$ cat src/rtl/bus_pkg.sv
// bus_pkg: shared definitions for the RISC5 system bus decoder.
//   - bus widths (word address / data)
//   - decoder FSM state encoding
//   - default error read data
//   - default system memory map (slave 0 in the LSBs):
//       0 RAM   byte 0x000000, 1 PROM byte 0xFFE000,
//       2 bio   byte 0xFFFFC4, 3 spare byte 0xFFFFC0
//   - win_hit(): base/mask window compare
package bus_pkg;

  localparam int BUS_AW = 22;
  localparam int BUS_DW = 32;

  typedef enum logic [1:0] {
    ST_IDLE = 2'b00,
    ST_WAIT = 2'b01,
    ST_ERR  = 2'b10
  } state_t;

  localparam logic [BUS_DW-1:0] ERR_DATA_DEF = 32'hDEADBEEF;

  localparam int MAP_NSLV = 4;
  localparam logic [MAP_NSLV*BUS_AW-1:0] MAP_BASE =
    {22'h3FFFF0, 22'h3FFFF1, 22'h3FF800, 22'h000000};
  localparam logic [MAP_NSLV*BUS_AW-1:0] MAP_MASK =
    {22'h3FFFFF, 22'h3FFFFF, 22'h3FFE00, 22'h3C0000};

  // Address falls inside a window when the masked bits agree.
  function automatic logic win_hit(input logic [BUS_AW-1:0] addr,
                                   input logic [BUS_AW-1:0] base,
                                   input logic [BUS_AW-1:0] mask);
    return ((addr & mask) == (base & mask));
  endfunction

endpackage

$ cat src/rtl/bus_dec_if.sv
// bus_dec_if: system bus bundle between CPU/slaves and the decoder.
//   master modport: CPU + slave side (drives strobe/address, slave data/acks,
//                   error-log clear; observes read data, ack, slave strobes,
//                   error log)
//   slave  modport: the decoder's view (directions reversed)
interface bus_dec_if
  import bus_pkg::*;
#(
  parameter int NSLV = 4
) ();

  logic                   bus_stb;
  logic                   bus_we;
  logic [BUS_AW-1:0]      bus_addr;
  logic [BUS_DW-1:0]      bus_din;
  logic                   bus_ack;
  logic [NSLV-1:0]        slv_stb;
  logic [NSLV*BUS_DW-1:0] slv_dout;
  logic [NSLV-1:0]        slv_ack;
  logic                   err_flag;
  logic [BUS_AW-1:0]      err_addr;
  logic                   err_we;
  logic                   err_clr;

  modport master (
    output bus_stb, bus_we, bus_addr, slv_dout, slv_ack, err_clr,
    input  bus_din, bus_ack, slv_stb, err_flag, err_addr, err_we
  );

  modport slave (
    input  bus_stb, bus_we, bus_addr, slv_dout, slv_ack, err_clr,
    output bus_din, bus_ack, slv_stb, err_flag, err_addr, err_we
  );

endinterface

$ cat src/rtl/bus_dec_match.sv
// bus_dec_match: priority address matcher.
//   i_addr    word address from the master
//   o_sel     one-hot winning slave (lowest index wins on overlap)
//   o_any_hit at least one window matches
module bus_dec_match
  import bus_pkg::*;
#(
  parameter int                         NSLV     = 4,
  parameter logic [NSLV*BUS_AW-1:0]     SLV_BASE = MAP_BASE,
  parameter logic [NSLV*BUS_AW-1:0]     SLV_MASK = MAP_MASK
) (
  input  logic [BUS_AW-1:0] i_addr,
  output logic [NSLV-1:0]   o_sel,
  output logic              o_any_hit
);

  logic [NSLV-1:0] w_hit;
  logic [NSLV-1:0] w_sel;
  logic            w_found;

  for (genvar g = 0; g < NSLV; g++) begin : g_hit
    assign w_hit[g] = win_hit(i_addr,
                              SLV_BASE[g*BUS_AW +: BUS_AW],
                              SLV_MASK[g*BUS_AW +: BUS_AW]);
  end

  // Keep only the lowest-index hit.
  always_comb begin
    w_sel   = {NSLV{1'b0}};
    w_found = 1'b0;
    for (int i = 0; i < NSLV; i++) begin
      if (w_hit[i] && !w_found) begin
        w_sel[i] = 1'b1;
        w_found  = 1'b1;
      end else begin
        w_sel[i] = 1'b0;
      end
    end
  end

  assign o_sel     = w_sel;
  assign o_any_hit = |w_hit;

endmodule

$ cat src/rtl/bus_dec.sv
// bus_dec: RISC5 system bus address decoder and response multiplexer.
//   clk    system clock
//   rst_n  synchronous active-low reset
//   bus    bus_dec_if.slave: master strobe/we/address, read data/ack back,
//          per-slave strobe/data/ack, error log (flag/addr/we/clr)
// A per-transfer watchdog turns unmapped or hung accesses into a one-cycle
// error response carrying ERR_DATA.
// Optional feature: define BUS_DEC_ERRLOG_EN to build the first-error log;
// otherwise err_flag/err_addr/err_we read 0 and err_clr is ignored.
module bus_dec
  import bus_pkg::*;
#(
  parameter int                     NSLV     = 4,
  parameter logic [NSLV*BUS_AW-1:0] SLV_BASE = MAP_BASE,
  parameter logic [NSLV*BUS_AW-1:0] SLV_MASK = MAP_MASK,
  parameter int                     TIMEOUT  = 255,
  parameter logic [BUS_DW-1:0]      ERR_DATA = ERR_DATA_DEF
) (
  input  logic     clk,
  input  logic     rst_n,
  bus_dec_if.slave bus
);

  localparam int            CW       = $clog2(TIMEOUT + 1);
  localparam logic [CW-1:0] CNT_ZERO = {CW{1'b0}};
  localparam logic [CW-1:0] CNT_ONE  = {{(CW-1){1'b0}}, 1'b1};
  localparam logic [CW-1:0] CNT_MAX  = {CW{1'b1}};
  localparam logic [CW-1:0] CNT_TO   = CW'(TIMEOUT);

  state_t            r_state;
  state_t            w_state_nxt;
  logic [CW-1:0]     r_cnt;
  logic [CW-1:0]     w_cnt_nxt;
  logic [NSLV-1:0]   w_sel;
  logic              w_any_hit;
  logic              w_stb;
  logic              w_ack_sel;
  logic              w_enter_err;
  logic [BUS_DW-1:0] w_mux;
  logic [BUS_DW-1:0] w_din;
  logic              w_ack;
  logic [NSLV-1:0]   w_slv_stb;

  bus_dec_match #(
    .NSLV     (NSLV),
    .SLV_BASE (SLV_BASE),
    .SLV_MASK (SLV_MASK)
  ) u_match (
    .i_addr    (bus.bus_addr),
    .o_sel     (w_sel),
    .o_any_hit (w_any_hit)
  );

  // Reset gates the strobe so outputs read idle while rst_n is low.
  assign w_stb       = bus.bus_stb & rst_n;
  assign w_ack_sel   = |(bus.slv_ack & w_sel);
  assign w_enter_err = (w_state_nxt == ST_ERR) && (r_state != ST_ERR);

  // Next state and watchdog counter.
  always_comb begin
    w_state_nxt = r_state;
    w_cnt_nxt   = r_cnt;
    case (r_state)
      ST_IDLE: begin
        if (w_stb && !w_any_hit) begin
          w_state_nxt = ST_ERR;
          w_cnt_nxt   = CNT_ZERO;
        end else if (w_stb && !w_ack_sel) begin
          w_state_nxt = ST_WAIT;
          w_cnt_nxt   = CNT_ONE;
        end else begin
          w_state_nxt = ST_IDLE;
          w_cnt_nxt   = CNT_ZERO;
        end
      end
      ST_WAIT: begin
        // A dropped strobe or a slave ack ends the transfer; ack beats timeout.
        if (!w_stb || w_ack_sel) begin
          w_state_nxt = ST_IDLE;
          w_cnt_nxt   = CNT_ZERO;
        end else if (r_cnt == CNT_TO) begin
          w_state_nxt = ST_ERR;
          w_cnt_nxt   = CNT_ZERO;
        end else if (r_cnt != CNT_MAX) begin
          w_state_nxt = ST_WAIT;
          w_cnt_nxt   = r_cnt + CNT_ONE;
        end else begin
          w_state_nxt = ST_WAIT;
          w_cnt_nxt   = r_cnt;
        end
      end
      ST_ERR: begin
        w_state_nxt = ST_IDLE;
        w_cnt_nxt   = CNT_ZERO;
      end
      default: begin
        w_state_nxt = ST_IDLE;
        w_cnt_nxt   = CNT_ZERO;
      end
    endcase
  end

  // State and counter registers.
  always_ff @(posedge clk) begin
    if (!rst_n) begin
      r_state <= ST_IDLE;
      r_cnt   <= CNT_ZERO;
    end else begin
      r_state <= w_state_nxt;
      r_cnt   <= w_cnt_nxt;
    end
  end

  // Read-data mux over the one-hot select.
  always_comb begin
    w_mux = {BUS_DW{1'b0}};
    for (int i = 0; i < NSLV; i++) begin
      if (w_sel[i]) begin
        w_mux = bus.slv_dout[i*BUS_DW +: BUS_DW];
      end else begin
        w_mux = w_mux;
      end
    end
  end

  // Master-facing response and slave strobes.
  always_comb begin
    w_slv_stb = {NSLV{1'b0}};
    w_ack     = 1'b0;
    w_din     = {BUS_DW{1'b0}};
    if (!rst_n) begin
      w_slv_stb = {NSLV{1'b0}};
      w_ack     = 1'b0;
      w_din     = {BUS_DW{1'b0}};
    end else if (r_state == ST_ERR) begin
      w_ack = 1'b1;
      w_din = ERR_DATA;
    end else if (w_stb) begin
      w_slv_stb = w_sel;
      w_ack     = w_ack_sel;
      w_din     = w_mux;
    end else begin
      w_slv_stb = {NSLV{1'b0}};
      w_ack     = 1'b0;
      w_din     = {BUS_DW{1'b0}};
    end
  end

  assign bus.slv_stb = w_slv_stb;
  assign bus.bus_ack = w_ack;
  assign bus.bus_din = w_din;

`ifdef BUS_DEC_ERRLOG_EN
  logic              r_err_flag;
  logic [BUS_AW-1:0] r_err_addr;
  logic              r_err_we;

  // First-error log; a capture coinciding with err_clr takes priority.
  always_ff @(posedge clk) begin
    if (!rst_n) begin
      r_err_flag <= 1'b0;
      r_err_addr <= {BUS_AW{1'b0}};
      r_err_we   <= 1'b0;
    end else if (w_enter_err && (!r_err_flag || bus.err_clr)) begin
      r_err_flag <= 1'b1;
      r_err_addr <= bus.bus_addr;
      r_err_we   <= bus.bus_we;
    end else if (bus.err_clr) begin
      r_err_flag <= 1'b0;
      r_err_addr <= {BUS_AW{1'b0}};
      r_err_we   <= 1'b0;
    end else begin
      r_err_flag <= r_err_flag;
      r_err_addr <= r_err_addr;
      r_err_we   <= r_err_we;
    end
  end

  assign bus.err_flag = r_err_flag;
  assign bus.err_addr = r_err_addr;
  assign bus.err_we   = r_err_we;
`else
  logic w_unused_log;

  assign bus.err_flag = 1'b0;
  assign bus.err_addr = {BUS_AW{1'b0}};
  assign bus.err_we   = 1'b0;
  assign w_unused_log = bus.err_clr ^ bus.bus_we ^ w_enter_err;
`endif

endmodule

$ cat src/flat_wrapper.sv
// flat-port wrapper written by rule: the top's interface ports become plain ports
module bus_dec_flat import bus_pkg::*;
#(
  parameter int                     NSLV     = 4,
  parameter logic [NSLV*BUS_AW-1:0] SLV_BASE = MAP_BASE,
  parameter logic [NSLV*BUS_AW-1:0] SLV_MASK = MAP_MASK,
  parameter int                     TIMEOUT  = 255,
  parameter logic [BUS_DW-1:0]      ERR_DATA = ERR_DATA_DEF
)
  (clk, rst_n, bus_bus_stb, bus_bus_we, bus_bus_addr, bus_slv_dout, bus_slv_ack, bus_err_clr, bus_bus_din, bus_bus_ack, bus_slv_stb, bus_err_flag, bus_err_addr, bus_err_we);
  bus_dec_if #(.NSLV(NSLV)) bus_i ();
  input  logic clk;
  input  logic rst_n;
  input wire logic [$bits(bus_i.bus_stb)-1:0] bus_bus_stb;
  input wire logic [$bits(bus_i.bus_we)-1:0] bus_bus_we;
  input wire logic [$bits(bus_i.bus_addr)-1:0] bus_bus_addr;
  input wire logic [$bits(bus_i.slv_dout)-1:0] bus_slv_dout;
  input wire logic [$bits(bus_i.slv_ack)-1:0] bus_slv_ack;
  input wire logic [$bits(bus_i.err_clr)-1:0] bus_err_clr;
  output wire logic [$bits(bus_i.bus_din)-1:0] bus_bus_din;
  output wire logic [$bits(bus_i.bus_ack)-1:0] bus_bus_ack;
  output wire logic [$bits(bus_i.slv_stb)-1:0] bus_slv_stb;
  output wire logic [$bits(bus_i.err_flag)-1:0] bus_err_flag;
  output wire logic [$bits(bus_i.err_addr)-1:0] bus_err_addr;
  output wire logic [$bits(bus_i.err_we)-1:0] bus_err_we;
  assign bus_i.bus_stb = bus_bus_stb;
  assign bus_i.bus_we = bus_bus_we;
  assign bus_i.bus_addr = bus_bus_addr;
  assign bus_i.slv_dout = bus_slv_dout;
  assign bus_i.slv_ack = bus_slv_ack;
  assign bus_i.err_clr = bus_err_clr;
  assign bus_bus_din = bus_i.bus_din;
  assign bus_bus_ack = bus_i.bus_ack;
  assign bus_slv_stb = bus_i.slv_stb;
  assign bus_err_flag = bus_i.err_flag;
  assign bus_err_addr = bus_i.err_addr;
  assign bus_err_we = bus_i.err_we;
  bus_dec #(.NSLV(NSLV), .SLV_BASE(SLV_BASE), .SLV_MASK(SLV_MASK), .TIMEOUT(TIMEOUT), .ERR_DATA(ERR_DATA)) u_core (.clk(clk), .rst_n(rst_n), .bus(bus_i));
endmodule
$ cat config.mk
export PLATFORM = sky130hd
export DESIGN_NAME = bus_dec_flat
export DESIGN_NICKNAME = d
export VERILOG_FILES = /design/src/rtl/bus_pkg.sv /design/src/rtl/bus_dec_if.sv /design/src/rtl/bus_dec_match.sv /design/src/rtl/bus_dec.sv /design/src/flat_wrapper.sv
export SDC_FILE = /design/constraint.sdc
export NUM_CORES = 1
export LEC_CHECK = 0
export BUFFER_PORTS_ARGS = -buffer_cell sky130_fd_sc_hd__buf_2
export CORE_AREA = 2 2 84 86
export CTS_BUF_LIST = sky130_fd_sc_hd__clkbuf_2 sky130_fd_sc_hd__clkbuf_4 sky130_fd_sc_hd__clkbuf_8
export CTS_CLUSTER_DIAMETER = 120
export DETAILED_ROUTE_END_ITERATION = 10
export DIE_AREA = 0 0 86 88
export PLACE_DENSITY_LB_ADDON = 0.08
export SETUP_SLACK_MARGIN = 0.5
export SLEW_MARGIN = 30
export SYNTH_ARGS = -nofsm -noshare
export SYNTH_HDL_FRONTEND = slang
export SYNTH_HIERARCHICAL = 1
export SYNTH_SLANG_ARGS = --single-unit
$ cat constraint.sdc
create_clock -name clk -period 2.3 [get_ports clk]
set_input_delay 0.345 -clock clk [delete_from_list [all_inputs] [get_ports clk]]
set_output_delay 0.345 -clock clk [all_outputs]
set_load 0.01 [all_outputs]
==> reports/metrics.yaml, run 1 <==
synth_edf_count: 0
cts_made_buffers: 3
r2r-end: "u_core/r_state[1]"
hold_viol: 0
grt_start_max_net_pins: 25
drt-pass1-iter-count: 4
ys_types: 47
crit_path_end_kind: "output pin"
stdcell_count: 567
cp_slowest_stage_delay_ps: 430
die_x_microns: 86
worstSetupPathType: "input port to output pin"
final-max-slew-violation-count: 0
diodes: 0
power_density_nw_per_um2: 180
first_global_vias: 2573
drt-total-wl_microns: 8790
post-route-util_pct: 60.0
maxSlewHeadroom_pct: 46.5
vias_per_cell: 5.07
violations: "setup timing"
insertion_delay_ps: 240
synth_fa_ha_area_share_pct: 0.615
rsz0062_at_grt: "true"
finalCritPeriodShare_pct: 106
io_buffers: 193
cts_tree: "built"
syn2layout_area_growth_pct: 96.1
outcome: "finished with violations"
start_kind: "input port"
clock-sinks: 10
crit_buf_inv: 4
vias: 2876
fp.dieArea_sq_um: 7570
netlist_area_sq_um: 2030
hold_class: "input port to flip-flop"
syn_inst: 274
clkTransAtPathRegs_ps: 50
async_flop_share_pct: 0
dominantRegCellSynth: "dfxtp_1"
cpMaxStageDelayCell: "or3_4"
core-area_sq_um: 6640
dp.cells: 541
nFillCells: 600
hold_end: "u_core/r_state[1]"
fin_crit_ps: 2430
syn_avg_cell_area_sq_um: 7.42
synth-simple-area-share_pct: 26.2
htreeDepth: 1
grt_pass1_wl_microns: 12100
critical-path-top-delay-family: "simple AND/OR/NAND/NOR gates"
cp.required_ps: 1960
synth.area.mux_share_pct: 0
max_slew.worst_pin.slew_ps: 799
start_util_pct: 30.6
reg2reg_slack_ps: 630
setup_viol: 33
synth_top_family_by_area: "compound AO/OA/AOI/OAI gates"
p_leak_nw: 1.83
min_from: "rst_n"
ys_seq_elements: 10
cp_data_arrival_time_ps: 2090
r2r_start: "u_core/r_cnt[0]"
synth_compound_area_share_pct: 42.9
ys_seq_area_share_pct: 9.85
drt_iter0_drc: 63
wl_per_cell_microns: 15.5
ir_worst_vdd_mv: 0.221
cp_max_fo: 6
synth_top_area_cell: "o31ai_2"
root_buffer: "clkbuf_8"
max_freq_mhz: 411
synthTopCellsByArea: "o31ai_2 12%, a221oi_1 10%, a21oi_1 10%, dfxtp_1 9.8%, buf_4 9.2%"
postRouteAntennaNets: 0
drv_cap: 0
ioPinCount: 220
fin_ws_ps: -131
finalPower_uw: 717
finClkSkew_ps: 1.33
nets: 648
rr_worst_depth: 4
antenna_found_initial: 0
dpl.hpwl_microns: 6400
drc: 0
crit_path_cell_trace: "buf_6, nand4_1, or3_4, buf_12, nor3_4, and3_4, clkbuf_16, a21oi_1, o31ai_2, buf_2"
holdPathStages: 2
place_congestion: 0.783
synth_top_area_share_pct: 12.3
cts.path.max_buffers: 2
yosysWarnings: 6
synth_xor_area_share_pct: 1.29
grt_usage_pct: 19.6
overflow: 0
drive_above_1_share_pct: 71.0
die_h_microns: 88
rows: 30
kinds of logic (layout without fill, tap and decap cells):
group	count (synthesis)	after routing
flops	10	10
xor+xnor	3	3
compound gates	110	110
simple gates	86	86
other cells	1	24
buf+inv	63	253
fa+ha+maj	1	1
routing by layer:
| layer | routed length, microns | vias to the layer above | global-route usage, % |
|---|---|---|---|
| li1 | - | 1427 | - |
| met1 | 3500 | 1315 | 23.6 |
| met2 | 4650 | 127 | 37.6 |
| met3 | 580 | 7 | 2.45 |
| met4 | 59 | 0 | 3.03 |
| met5 | 0 | - | 0 |
per-stage QoR:
stage / cell area (sq um) / TNS [ps] / hold WS [ps] / setup WS (ps)
floorplan: 2390 / 0 / 458 / 196
global placement: 3310 / -2390 / 478 / -102
detailed placement: 3310 / -3020 / 486 / -136
CTS: 3730 / -2190 / 409 / -95.3
global route: 3990 / -5420 / 441 / -190
finish: 3990 / -2980 / 419 / -131
area by class of cell:
cell class | instances | area [sq um] | area share (%)
clock buffer | 4 | 55.1 | 1.38
inverter | 11 | 41.3 | 1.04
multi-input combinational | 224 | 1940 | 48.7
sequential | 10 | 200 | 5.02
tap | 80 | 100 | 2.51
timing repair buffer | 238 | 1650 | 41.3
power breakdown:
group | internal [mW] | switching [mW] | total, mW | leakage, nW
Combinational | 0.166 | 0.153 | 0.319 | 1.72
Clock | 0.151 | 0.0712 | 0.222 | 0.0288
Sequential | 0.175 | 0.00174 | 0.177 | 0.0807
Total | 0.491 | 0.226 | 0.717 | 1.83
cells in the mapped netlist, types with 8 or more instances:
| cell | n |
|---|---|
| a21oi_1 | 41 |
| nor2b_1 | 26 |
| buf_4 | 25 |
| a221oi_1 | 24 |
| o31ai_2 | 20 |
| buf_2 | 13 |
| inv_1 | 11 |
| nand2_1 | 11 |
| clkbuf_1 | 10 |
| dfxtp_1 | 10 |
| a221o_1 | 8 |
| nand3b_1 | 8 |
cell usage in the layout (no fill, tap or decap), types with 2 or more instances in the layout:
master,netlist,routed
o31ai_2,20,24
a22oi_2,0,3
a211oi_2,1,3
nand4_1,4,4
nor2_1,4,4
nand3_1,5,4
or3_1,3,3
and2_4,0,3
buf_8,0,2
a221oi_1,24,2
a21oi_1,41,18
inv_1,11,11
a221o_1,8,8
buf_2,13,185
o21ai_0,3,3
a221oi_2,0,21
clkbuf_16,0,4
nor3_2,0,3
buf_12,2,12
buf_6,1,18
nor3_4,0,3
dfxtp_1,10,10
and2_1,5,2
nor2b_1,26,18
clkbuf_8,0,4
xor2_1,2,2
nand3b_1,8,8
nand2_1,11,11
buf_4,25,16
nor2b_2,0,7
conb_1,1,24
a21oi_2,0,23
registers in the layout, summed over array words and instances (netlist names):
name and flops:
u_core/r_cnt 8, u_core/r_state 2
timing repair:
item,CTS,global route
cloned,1,5
pin swaps,22,12
endpoints found under the setup margin,38,47
gates resized for setup,45,30
setup buffers,14,2
hold buffers,0,0
how the worst max path moves through the flow:
stage	from	end	slack, ps	cells after the start
CTS	bus_bus_addr[20]	bus_bus_din[1]	-100	11
global route	bus_bus_addr[20]	bus_bus_din[16]	-190	10
detailed placement	bus_bus_addr[19]	bus_bus_din[3]	-140	9
floorplan	bus_bus_addr[19]	bus_bus_din[22]	200	7
finish	bus_bus_addr[20]	bus_bus_din[0]	-130	10
global placement	bus_bus_addr[1]	bus_bus_din[17]	-100	9
Power figures use the tool's default switching activity.
==> run 2: changes to the inputs <==
--- a/config.mk
+++ b/config.mk
@@ -13,6 +13,7 @@
 export DIE_AREA = 0 0 86 88
 export PLACE_DENSITY_LB_ADDON = 0.08
 export SETUP_SLACK_MARGIN = 0.5
+export SKIP_LAST_GASP = 1
 export SLEW_MARGIN = 30
 export SYNTH_ARGS = -nofsm -noshare
 export SYNTH_HDL_FRONTEND = slang
==> run 2 against run 1 <==
Net effect:
- core utilization rose by 0.72 points
- routed wire length rose by 2.5%
- critical path type unchanged
- flip-flop and latch count did not move
- hold slack improved by 2.6 ps
- the run still ends with setup timing left
- die area did not move
- design area rose by 1.2%
- register-to-register slack barely moved
- sequential power barely moved
- global-route usage fell by 0.059 points
- sequential share of layout area fell by 0.059 points
- via count rose by 0.56%
- combinational power rose by 2%
==> reports/metrics.yaml, run 2 (synthesized netlist as in run 1, its figures left out) <==
ir_worst_vdd_mv: 0.226  # was 0.221 mV
cts_tree: "built"  # unchanged
drt_iter0_drc: 66  # was 63
reg2reg_slack_ps: 630  # about the same
regMostFlops: "u_core/r_cnt"  # unchanged
worstSetupPathType: "input port to output pin"  # unchanged
cp_max_fo: 6  # unchanged
fp.dieArea_sq_um: 7570  # unchanged
hold_class: "input port to flip-flop"  # unchanged
nets: 652  # was 648
stdcell_count: 571  # was 567
post-route-util_pct: 60.7  # was 60.0%
fin_ws_ps: -102  # was -131 ps
largest_registers: "u_core/r_cnt (8), u_core/r_state (2)"  # unchanged
clkTransAtPathRegs_ps: 50  # about the same
syn2layout_area_growth_pct: 98.4  # was 96.1%
finClkSkew_ps: 1.71  # was 1.33 ps
multi_input_area_sq_um: 1940  # about the same
power_density_nw_per_um2: 179  # was 180 nW/um^2
first_global_vias: 2581  # was 2573
drt-total-wl_microns: 9010  # was 8790 microns
grt_start_max_net_pins: 25  # unchanged
htreeDepth: 1  # unchanged
cpMaxStageDelayCell: "or3_4"  # unchanged
drc: 0  # unchanged
fin_crit_ps: 2400  # was 2430 ps
wl_per_cell_microns: 15.8  # was 15.5 microns
grt_usage_pct: 19.5  # was 19.6%
dr_wl_met2_microns: 4920  # was 4650 microns
max_freq_mhz: 416  # was 411 MHz
dpl-instance-area_sq_um: 3310  # unchanged
crit_path_end_kind: "output pin"  # unchanged
place_congestion: 0.783  # unchanged
highest_layer: "met4"  # unchanged
layout_common_cells: "183 x buf_2, 24 x o31ai_2, 24 x conb_1"  # was 185 x buf_2, 24 x o31ai_2, 24 x conb_1
io_buffers: 193  # unchanged
core-area_sq_um: 6640  # unchanged
met1_length_microns: 3470  # was 3500 microns
outcome: "finished with violations"  # unchanged
vias: 2892  # was 2876
met3_length_microns: 574  # was 580 microns
finalCritPeriodShare_pct: 104  # was 106%
drt-pass1-iter-count: 4  # unchanged
clock-sinks: 10  # unchanged
cp_data_arrival_time_ps: 2060  # was 2090 ps
largest_reg_flops: 8  # unchanged
p_leak_nw: 1.86  # was 1.83 nW
die_x_microns: 86  # unchanged
drv_cap: 0  # unchanged
antenna_found_initial: 0  # unchanged
rsz0062_at_grt: "true"  # unchanged
grt_pass1_wl_microns: 12100  # about the same
hold_viol: 0  # unchanged
dp.cells: 541  # unchanged
insertion_delay_ps: 240  # about the same
dpl.hpwl_microns: 6400  # unchanged
regArea_sq_um: 200  # unchanged
maxSlewHeadroom_pct: 46.6  # was 46.5%
max_slew.worst_pin.slew_ps: 798  # was 799 ps
cts.path.max_buffers: 2  # unchanged
crit_path_cell_trace: "buf_6, nand4_1, or3_4, buf_12, nor3_4, and3_4, clkbuf_16, a21oi_1, o31ai_2, buf_2"  # unchanged
final-max-slew-violation-count: 0  # unchanged
vias_per_cell: 5.06  # was 5.07
drive_above_1_share_pct: 70.3  # was 71.0%
die_h_microns: 88  # unchanged
cp.required_ps: 1960  # about the same
diodes: 0  # unchanged
ioPinCount: 220  # unchanged
violations: "setup timing"  # unchanged
start_kind: "input port"  # unchanged
cts_made_buffers: 3  # unchanged
stdcell_area_sq_um: 4030  # was 3990 sq um
setup_viol: 33  # unchanged
final_common_cell: "buf_2"  # unchanged
root_buffer: "clkbuf_8"  # unchanged
start_util_pct: 30.6  # unchanged
cp_slowest_stage_delay_ps: 420  # was 430 ps
postRouteAntennaNets: 0  # unchanged
overflow: 0  # unchanged
nFillCells: 616  # was 600
rows: 30  # unchanged
## run 2: changes by cell type in the layout (fill, tap and decap cells not counted), sizes merged
cell	change
buf	+4
## run 2: final timing paths
check / cells past startpoint / endpoint / from
max: 10 / bus_bus_din[0] / bus_bus_addr[20]
min: 2 / u_core/r_state[1] / rst_n
min reg2reg: 2 / u_core/r_cnt[6] / u_core/r_cnt[6]
max reg2reg: 4 / u_core/r_state[1] / u_core/r_cnt[0]
## run 2: critical path: cells and delay by family
family                 cells  cell delay [ps]
and+or+nand+nor            4             1000
buffers and inverters      4              560
AOI/OAI and AO/OA          2              140
## run 2: final cells by class
cell class / count / share of cell area, %
inverters: 11 / 1.02
repair buffers: 242 / 42.0
well taps: 80 / 2.48
multi-input cells: 224 / 48.1
flip-flops and latches: 10 / 4.96
clock buffers: 4 / 1.36
## run 2: where the power goes
part	internal (mW)	total [mW]	leakage (nW)	switching, mW
registers	0.175	0.177	0.0807	0.00173
clock network	0.151	0.221	0.0288	0.0702
logic	0.171	0.326	1.75	0.155
## run 2: per-stage QoR
stage	TNS, ps	power (mW)	setup slack (ps)	hold slack [ps]
floorplan	0	0.328	196	458
global placement	-2390	0.467	-102	478
detailed placement	-3020	0.471	-136	486
CTS	-2330	0.704	-95.3	409
global route	-4960	0.763	-183	441
finish	-2250	0.723	-102	422
## run 2: layer usage
layer	GRT usage (%)	vias up
met2	37.7	119
met4	3.03	0
met5	0	-
met3	2.45	4
li1	-	1432
met1	23.4	1337
## run 2: what timing repair did
| item | 4_1_cts | 5_1_grt |
|---|---|---|
| cloned | 1 | 6 |
| resized for setup | 35 | 40 |
| pin swaps | 20 | 18 |
| endpoints found under the setup margin | 38 | 47 |
| hold buffers | 0 | 0 |
| setup buffers | 14 | 5 |
